==> src/rtl/vsm_drain.sv <==
// vsm_drain: captures one SIZE-byte result vector from the vsm output bus and
// replays it one byte per valid/ready handshake, element 0 (LSB byte) first.
module vsm_drain #(
    parameter  int SIZE = 6,
    localparam int IW   = $clog2(SIZE)
) (
    input  logic              clk,
    input  logic              reset,
    input  logic              flush,
    input  logic              in_valid,
    output logic              in_ready,
    input  logic [8*SIZE-1:0] in_vec,
    output logic              out_valid,
    input  logic              out_ready,
    output logic [7:0]        out_data,
    output logic [IW-1:0]     out_index,
    output logic              out_last,
    output logic              busy
);

    typedef enum logic {IDLE, SEND} state_t;

    localparam logic [IW-1:0] LAST_IDX = IW'(SIZE - 1);

    state_t            state, state_n;
    logic [8*SIZE-1:0] buffer;
    logic [IW-1:0]     idx, idx_n;
    logic              load;
    logic              at_last;
    logic              in_xfer;
    logic              out_xfer;

    assign at_last   = (idx == LAST_IDX);
    assign busy      = (state == SEND);
    assign out_valid = busy;
    assign out_index = busy ? idx : '0;
    assign out_last  = busy & at_last;
    assign out_data  = busy ? buffer[8*idx +: 8] : 8'h00;

    // Depends on out_ready combinationally so the next vector is taken on the
    // last beat of the current one and the stream never bubbles.
    assign in_ready = (state == IDLE) | (busy & at_last & out_ready & ~flush);
    assign in_xfer  = in_valid & in_ready;
    assign out_xfer = out_valid & out_ready;

    always_comb begin
        // NOTE: every signal driven here gets a default first so no latch is inferred.
        state_n = state;
        idx_n   = idx;
        load    = 1'b0;
        if (flush) begin
            state_n = IDLE;
            idx_n   = '0;
        end else begin
            case (state)
                IDLE: begin
                    if (in_xfer) begin
                        load    = 1'b1;
                        idx_n   = '0;
                        state_n = SEND;
                    end
                end
                SEND: begin
                    if (out_xfer) begin
                        if (!at_last) begin
                            idx_n = idx + IW'(1);
                        end else if (in_xfer) begin
                            load  = 1'b1;
                            idx_n = '0;
                        end else begin
                            state_n = IDLE;
                            idx_n   = '0;
                        end
                    end
                end
                default: state_n = IDLE;
            endcase
        end
    end

    // NOTE: state updates use non-blocking assignments so every flop samples pre-edge values.
    always_ff @(posedge clk or negedge reset) begin
        if (!reset) begin
            state  <= IDLE;
            idx    <= '0;
            // NOTE: the vector buffer is a plain register bank, so it is cleared on reset like any flop.
            buffer <= '0;
        end else begin
            state <= state_n;
            idx   <= idx_n;
            if (load) begin
                buffer <= in_vec;
            end
        end
    end

endmodule

==> config.mk <==
export PLATFORM = sky130hd
export DESIGN_NAME = vsm_drain
export DESIGN_NICKNAME = d
export VERILOG_FILES = /design/src/rtl/vsm_drain.sv
export SDC_FILE = /design/constraint.sdc
export NUM_CORES = 1
export LEC_CHECK = 0
export ABC_CLOCK_PERIOD_IN_PS = 2500
export CAP_MARGIN = 10
export CORE_UTILIZATION = 51
export DETAILED_ROUTE_END_ITERATION = 16
export GPL_TIMING_DRIVEN = 0
export PLACE_DENSITY_LB_ADDON = 0.25
export SYNTH_ARGS = -nofsm -noshare
export SYNTH_HDL_FRONTEND = slang
export SYNTH_SLANG_ARGS = --single-unit
==> constraint.sdc <==
create_clock -name clk -period 2.5 [get_ports clk]
set_input_delay 0.5 -clock clk [delete_from_list [all_inputs] [get_ports clk]]
set_output_delay 0.5 -clock clk [all_outputs]
set_load 0.02 [all_outputs]
; Word-level counts from Yosys, hierarchy flattened
; Cells that the tools add are included.
[totals]
output_inout_bits = 15
mem_bits_ro = 0
reg_bits = 52
ramBits = 0
elab_cells = 33
mem_count = 0
input_bits = 53
latch_bits = 0
[op_classes]
n_div = 0
bitwise_logic = 8
n_reduce_logical = 1
order_cmp = 0
n_addsub = 1
n_mul = 0
shifts = 1
muxes = 16
eq_ne = 3
[ops]
columns = op, n
row1 = 48-bit by 7-bit variable part select with 8-bit output, 1
row2 = 3-bit 2-to-1 mux, 5
row3 = 8-bit 2-to-1 mux, 1
row4 = 1-bit 2-to-1 mux, 7
row5 = 3-bit one-hot mux with 2 select lines, 1
row6 = 1-bit AND, 5
row7 = 1-bit one-hot mux with 2 select lines, 2
row8 = 3-bit by 1-bit adder with 3-bit output (second input constant), 1
row9 = 3-bit == test (second input constant), 1
row10 = 3-bit by 2-bit != test with 1-bit output (second input constant), 1
row11 = 3-bit != test (second input constant), 1
row12 = 1-bit NOT, 2
row13 = 2-bit AND reduction, 1
row14 = 1-bit bitwise OR, 1

; Depth between registers and ports, before layout
[depth]
depth_word = 11
depth_mapped = 6
mapped_depth_nobuf = 3

; Worst setup path before layout
; Ideal clock, no wire load.
[synth_path]
path_type = register to output
start = register state (netlist: busy)
end = output out_data[0]
t_arrival_ps = 1636
slack_ps = 364
stages_incl_launch_ff = 5
n_path_buf = 1
path_cell_list = dfrtp_1 > buf_2 > and2_1 > nand2b_1 > o21ai_0
[synth_between]
elab_chain_len = 1
[synth_rtl]
columns = element, line_no
row1 = from (decl), 25  ; state_t state, state_n;
row2 = from (signal assigned), 89  ; state <= state_n;
row3 = 8-bit 2-to-1 mux, 38  ; assign out_data = busy ? buffer[8*idx +: 8] : 8'h00;
row4 = to (decl), 15  ; output logic [7:0] out_data,
; Every way passes these cells.

; Worst setup path in the final report
[layout_path]
start = register idx[2]
end = output out_data[5]
[layout_between]
elab_chain_len = 2
[layout_rtl]
columns = element, line_no
row1 = from (decl), 27  ; logic [IW-1:0] idx, idx_n;
row2 = from (signal assigned), 90  ; idx <= idx_n;
row3 = 48-bit by 7-bit variable part select with 8-bit output, 38
row4 = 8-bit 2-to-1 mux, 38
; Every way passes these cells.

==> impl_metrics.ini <==
[outcome]
status = finished, violations left
violations = DRC

[logic_synthesis]
synth.area.mux_share_pct = 32.0
synthDistinctLibCells = 26
yosysSeqAreaShare_pct = 53.3
netlist_area_um2 = 2440
synth_top_family_by_area = multiplexers
synth_warnings = 0
yosys.area_share.simple_pct = 4.51
async_flop_share_pct = 100
synth_top_area_share_pct = 53.3
syn_nets = 230
ys_ff_latch = 52
syn_avg_cell_area_um2 = 13.8
synth.largest_area_cell = dfrtp_1
syn_inst = 177
synth_xor_area_share_pct = 0.358
synthAdderAreaFrac_pct = 0
ys_top_cells_by_area = dfrtp_1, mux2_2, mux2i_1
synth_enable_flop_cells = 0
ys.flop_type = dfrtp_1
yosys-top-cells-count = dfrtp_1, mux2_2, mux2i_1, mux2_1, o21ai_0
yosysMostFrequentCell = dfrtp_1
synth_compound_area_share_pct = 5.99

[setup_path]
crit_start = idx[2]
worstPathArrival_ns = 1.94
crit_path_max_fanout = 9
regToRegStartpoint = idx[1]
critPathLaunchType = register
worst_setup_path_end_kind = primary output
required_ns = 2.00
critPathKind = reg -> out

[timing]
rsz0062_at_grt = yes
slew_headroom_pct = 68.0
worst_pin_slew_ns = 0.479
fmax_ghz = 0.410
fin_ws_ns = 0.0639
setup_viol = 0
drv_slew = 0
hold_viol = 0
post-route-min-period_ns = 2.44
fin_skew_ns = 0.00295
period_share_pct = 97.4

[drt]
drc = 6
drt_wl_total_mm = 5.17
route.vias.total = 1661
ant_nets = 0
drt_pass1_iterations = 10
dr.first_iter.drc_count = 70
wl_per_cell_um = 17.0
vias_per_cell = 5.46

[grt]
busiest_layer = met2
use_met3_pct = 5.49
grt_first_pass_wirelength_mm = 8.23
grt_max_degree = 34
grt.overflow.total = 0
grt_antenna_before_repair = 0
globalRouteMet1Util_pct = 28.7
grtUsageMet2_pct = 36.2
gr-usage-all-layers_pct = 21.7
grt_pass1_vias = 1672

[placement]
pre_cts_slack_ns = -0.0510
hpwl_mm = 3.87
gp_congestion = 0.803
port-buffer-count = 67
placed_area_um2 = 3190

[clocking]
clk_path_buf_depth = 2
cts_root_buf = clkbuf_8
ctsHoldBuffers = 0
cts.sinks = 52
cts_tree = done
clkTransAtPathRegs_ns = 0.09
htree_num_levels = 2
cts_resized = 41
clock_latency_ns = 0.30
numCtsBuffers = 5
cts_setup_buffers = 0

[floorplan]
die_h_um = 71.2
die_w_um = 71.2
initial_utilization_pct = 54.6
ios = 68
rows = 24
core_area_um2 = 4470
dieArea_um2 = 5070

[power]
cellLeakagePower_nw = 1.33
ir_drop_v = 0.000418
power.density_nw_per_um2 = 608

[final_layout]
antenna_cells = 0
drive_above_1_share_pct = 23.4
final_nets = 304
syn_to_final_growth_pct = 32.8
nFillCells = 307
utilization_pct = 72.5
design_area_um2 = 3250
regArea_um2 = 1300
multi_input_area_um2 = 1050

[job]
maxCapViolCount = 0

[worst_hold_path]
hp-class = in -> async
area by class of cell:
type | instances | area share, %
flip-flops and latches | 52 | 40.1
multi-input cells | 112 | 32.2
repair buffers | 68 | 20.0
plain buffers | 11 | 2.81
clock buffers | 8 | 2.78
well taps | 52 | 2.00
inverters | 1 | 0.116
routing by layer:
metal | part of all wire (%) | wire length (um)
met1 | 45 | 2340
met4 | 0.89 | 46
met3 | 3.9 | 204
met5 | 0 | 0
met2 | 50 | 2570
where the power goes:
part           leakage (nW)  switching [W]  total [W]  internal [W]
Combinational         0.665       0.000165   0.000416      0.000251
Sequential            0.619      0.0000759    0.00107      0.000991
Clock                0.0455       0.000263   0.000490      0.000226
sequential cells by signal (all words and copies together) (netlist names):
signal / flops
busy: 1
idx: 3
buffer: 48
through the flow:
step / setup TNS [ns] / total power (W) / instances / hold WS (ns)
finish: 0 / 0.00197 / 304 / 0.138
global route: -0.00186 / 0.00207 / 304 / 0.164
CTS: 0 / 0.00199 / 305 / 0.155
detailed placement: -0.279 / 0.00152 / 297 / 0.477
global placement: -29.98 / 0.00149 / 296 / 0.467
floorplan: 0 / 0.00131 / 177 / 0.204
cells by family (layout without fill, tap and decap cells):
group	Yosys count	in the layout
and+or+nand+nor	17	17
buffers and inverters	13	88
muxes	72	72
AOI/OAI and AO/OA	22	22
DFF	52	52
xor gates and xnor gates	1	1
critical path, stage by stage (launching register included):
cell and delay [ns]:
dfrtp_1 0.36, buf_2 0.16, or3b_2 0.58, o22a_1 0.24, o21ai_0 0.10, buf_2 0.20
cells in the final DEF (no fill, tap or decap), drive strengths merged, types with 2 or more instances in the layout:
cell	count
nor2	2
and2	3
clkbuf	8
or3b	2
o21ai	9
mux2	48
a21oi	4
dfrtp	52
mux2i	24
nand2	3
nand2b	2
o22a	8
clkdlybuf4s50	57
buf	21
final timing paths:
| check | to | slack (ns) | cells after the start |
|---|---|---|---|
| worst max-delay path | out_data[5] | 0.06 | 5 |
| worst min-delay path | buffer[3] | 0.14 | 1 |
| worst max register to register | buffer[34] | 0.82 | 5 |
| worst min register to register | buffer[1] | 0.49 | 1 |
| max in group asynchronous | buffer[47] | 1.82 | 2 |
| min in group clk | buffer[1] | 0.49 | 1 |
(Power assumes the default switching activity.)
==> RTL edit 1: new RTL, config.mk and constraints unchanged <==
`SIZE`: 6 -> 7.
--- a/src/rtl/vsm_drain.sv
+++ b/src/rtl/vsm_drain.sv
@@ -3,3 +3,3 @@
 module vsm_drain #(
-    parameter  int SIZE = 6,
+    parameter  int SIZE = 7,
     localparam int IW   = $clog2(SIZE)
Interface: changed (resized in_vec); port bits go from 68 to 76. No check against the original RTL was run, so the function may have changed too.
==> RTL edit 1 against the unedited design <==
- area after synthesis is 27% higher
- sequential cell count is 8 higher
- worst setup slack better by 0.017 ns
- register-to-register slack hardly changed
- die area is 26% higher
- sequential share of layout area is 4.1 points lower
- power is 37% higher
- wire length is 32% higher
- sequential power is 17% higher
- combinational power is 52% higher
- via count is 20% higher
- cell area is 28% higher
==> RTL edit 1: results (changes against the unedited design) <==
Leak -> 0.00186 uW (+40%)
#MultiIn Comb -> 119 (+6.3%)
crit path from -> idx[0]
Via density -> 5.40 (-1.2%)
Unique masters post-synth -> 31 (+19%)
Syn Nets -> 260 (+13%)
Slew HR -> 61.6% (-6.4 points)
fin crit share -> 96.8% (-0.66 points)
FF+latch count -> 60 (+15%)
Met3 Wirelength -> 447 um (+120%)
vias in the first global route -> 2102 (+26%)
met2 Track Usage GR -> 37.8% (+1.6 points)
Non-CTS buffers -> 98 (+24%)
Seq/total area -> 36.0% (-4.1 points)
reg2reg path depth -> 6 (+1)
status -> finished, final reports clean
wire per inst -> 18.4 um (+8.5%)
synth cell count leaders -> dfrtp_1, mux2_4, mux2_2
Placed Area -> 3970 sq um (+24%)
Critical Path Max Stage Delay -> 0.53 ns (-0.05 ns)
max reg flops -> 56 (+17%)
Area contributors post-synth -> dfrtp_1, mux2_4, mux2_2
fillers -> 420 (+37%)
die area -> 6410 sq um (+26%)
WHS -> 0.156 ns (+0.0182 ns)
met1 WL -> 3100 um (+32%)
htree depth -> 3 (+1)
global-route wire length before repair -> 10900 um (+32%)
GR Util met1 -> 31.1% (+2.4 points)
Clk Latency, worst-skew pair -> 0.34 ns (+0.04 ns)
critical path depth -> 6 (+1)
non-clock inverter count -> 2 (+1)
sequential area share after synthesis -> 48.3% (-4.9 points)
fraction of layout instances using a drive strength above 1 -> 36.7% (+13 points)
area of the multi-input gates -> 1390 sq um (+33%)
Top delay family on crit path -> multiplexers
number of buffers created by CTS -> 9 (+4)
met2 wire len -> 3170 um (+23%)
first-iteration detailed-routing DRC count -> 143 (+100%)
vias post-DR -> 1991 (+20%)
GP Congestion -> 0.753 (-6.3%)
reg2reg end -> buffer[49]
1st-pass router iterations -> 4 (-6)
buffering overhead -> 23.6% (+0.87 points)
initial cell density of the core -> 52.8% (-1.8 points)
fraction of area in multi-input gates -> 33.4% (+1.2 points)
layout clock buffer count -> 14 (+6)
# port buffers -> 75 (+12%)
==> RTL edit 1: changes by cell type after synthesis, moves of 5 or more <==
cell | unedited run | this run
dfrtp_1 | 52 | 60
mux2_2 | 28 | 16
buf_12 | 0 | 5
mux2_4 | 0 | 40
mux2i_1 | 24 | 11
a21oi_1 | 3 | 11
o22a_1 | 8 | 0
mux2_1 | 20 | 0
mux4_1 | 0 | 6
a2bb2oi_1 | 0 | 7
==> RTL edit 1: cells by family (layout without fill, tap and decap cells) <==
| group | after synthesis | in the layout | share of synthesized area (%) |
|---|---|---|---|
| compound gates | 29 | 29 | 6.16 |
| simple gates | 15 | 15 | 3.58 |
| flops | 60 | 60 | 48.3 |
| mux | 75 | 75 | 35.2 |
| buf+inv | 20 | 115 | 6.76 |
==> RTL edit 1: repair_timing <==
action / CTS / global route
endpoints found under the setup margin: 10 / 10
hold endpoints to repair: 0 / 0
pin swaps: 0 / 1
gates resized for setup: 26 / 15
setup buffers: 0 / 4
==> RTL edit 2: new RTL, config.mk and constraints unchanged <==
Without the edit above. Make the reset (`reset`) synchronous in one clocked block.
--- a/src/rtl/vsm_drain.sv
+++ b/src/rtl/vsm_drain.sv
@@ -81,3 +81,3 @@
     // NOTE: state updates use non-blocking assignments so every flop samples pre-edge values.
-    always_ff @(posedge clk or negedge reset) begin
+    always_ff @(posedge clk) begin
         if (!reset) begin
Function: differs if reset is asserted again (counterexample within 4 cycles, from zero or initial values and one cycle with reset low); with reset held inactive, the same outputs for 10 cycles.
==> RTL edit 2 against the unedited design <==
- via count is 110% higher
- power shrank 8.7%
- area after synthesis rose by 29%
- sequential cell count is the same
- wire length grew 89%
- synthesized cell count is 110% higher
- cell area is 23% higher
- worst setup slack improved by 0.0099 ns
==> RTL edit 2: results (changes against the unedited design) <==
sequential area share after synthesis -> 33.1% (-20 points)
Ant. Diodes -> 0 (unchanged)
Unique masters post-synth -> 25 (-3.8%)
worst slack, placed -> -0.0479 ns (+0.00301 ns)
layout net count -> 495 (+63%)
largest net degree at the start of global routing -> 16 (-53%)
IR drop worst, VDD -> 0.250 mV (-40%)
gr usage total -> 31.5% (+9.8 points)
first-iteration detailed-routing DRC count -> 400 (+470%)
clock-pin transition on the worst setup and hold timing paths -> 0.11 ns (+0.02 ns)
1st-pass router iterations -> 6 (-4)
# port buffers -> 66 (-1.5%)
status -> finished, final reports clean
Syn Nets -> 420 (+83%)
fraction of layout instances using a drive strength above 1 -> 11.1% (-12 points)
Main synth FF type -> dfxtp_1
Root Driver -> clkbuf_8
met2 wire len -> 4740 um (+84%)
Area contributors post-synth -> dfxtp_1, o2111ai_1, o221ai_1
multiplexer share of the synthesized area -> 7.63% (-24 points)
GP Congestion -> 0.921 (+15%)
DP HPWL -> 7000 um (+81%)
Final Skew -> 0.0148 ns (+0.0119 ns)
Worst-Margin Slew -> 0.533 ns (+0.0539 ns)
Synth Area in XOR/XNOR -> 0% (-0.36 points)
met1 WL -> 4170 um (+78%)
Clk Latency, worst-skew pair -> 0.32 ns (+0.02 ns)
vias in the first global route -> 3153 (+89%)
met2 Track Usage GR -> 50.9% (+15 points)
yosys warns -> 0 (unchanged)
synth cell count leaders -> dfxtp_1, nand3_1, nand2_1
top fanout value on the critical path -> 8 (-1)
Compound-Gate Fraction of Synth Area -> 31.0% (+25 points)
met3 usage -> 5.11% (-0.37 points)
fillers -> 535 (+74%)
GR Util met1 -> 43.1% (+14 points)
Met3 Wirelength -> 713 um (+250%)
[RTL edit 2: critical path: stages, from the launching register on]
cell and delay, ns:
dfxtp_1 0.30, buf_2 0.15, or3b_1 0.35, buf_2 0.18
o22a_1 0.22, o21ai_0 0.09, clkdlybuf4s15_1 0.34
[RTL edit 2: per-stage QoR]
step | cells | area (sq um)
6_report | 518 | 4000
5_1_grt | 518 | 4000
4_1_cts | 518 | 4020
3_5_place_dp | 508 | 3900
3_3_place_gp | 508 | 3900
2_1_floorplan | 367 | 3150
[RTL edit 2: path summary, 6_finish.rpt]
check	end	depth (start not counted)	slack, ns	from
max	out_data[6]	6	0.07	idx[0]
min	buffer[33]	2	0.54	buffer[33]
max reg2reg	buffer[3]	5	0.92	busy
min reg2reg	buffer[33]	2	0.54	buffer[33]
[RTL edit 2: kinds of logic after synthesis]
| kind of cell | Yosys count |
|---|---|
| AND/OR/NAND/NOR | 117 |
| flip-flops | 52 |
| multiplexers | 24 |
| buffers and inverters | 57 |
| AO/OA/AOI/OAI | 117 |
[RTL edit 2: report_power, final]
group	internal [uW]	switching, uW	total (uW)	leakage, uW
Clock	298	295	593	0.0000552
Sequential	874	42.0	916	0.000425
Combinational	140	152	292	0.000734
[RTL edit 2: repair_timing]
action | in CTS | in global routing
setup endpoints to repair | 11 | 8
setup buffers | 2 | 0
hold endpoints to repair | 0 | 0
resized for setup | 31 | 13
[RTL edit 2: cell type report]
cell class | count | share of cell area, %
plain buffers | 56 | 8.23
repair buffers | 68 | 16.1
well taps | 75 | 2.35
multi-input cells | 258 | 44.5
inverters | 1 | 0.0939
flip-flops and latches | 52 | 26.1
clock buffers | 6 | 1.81
clock inverters | 2 | 0.876
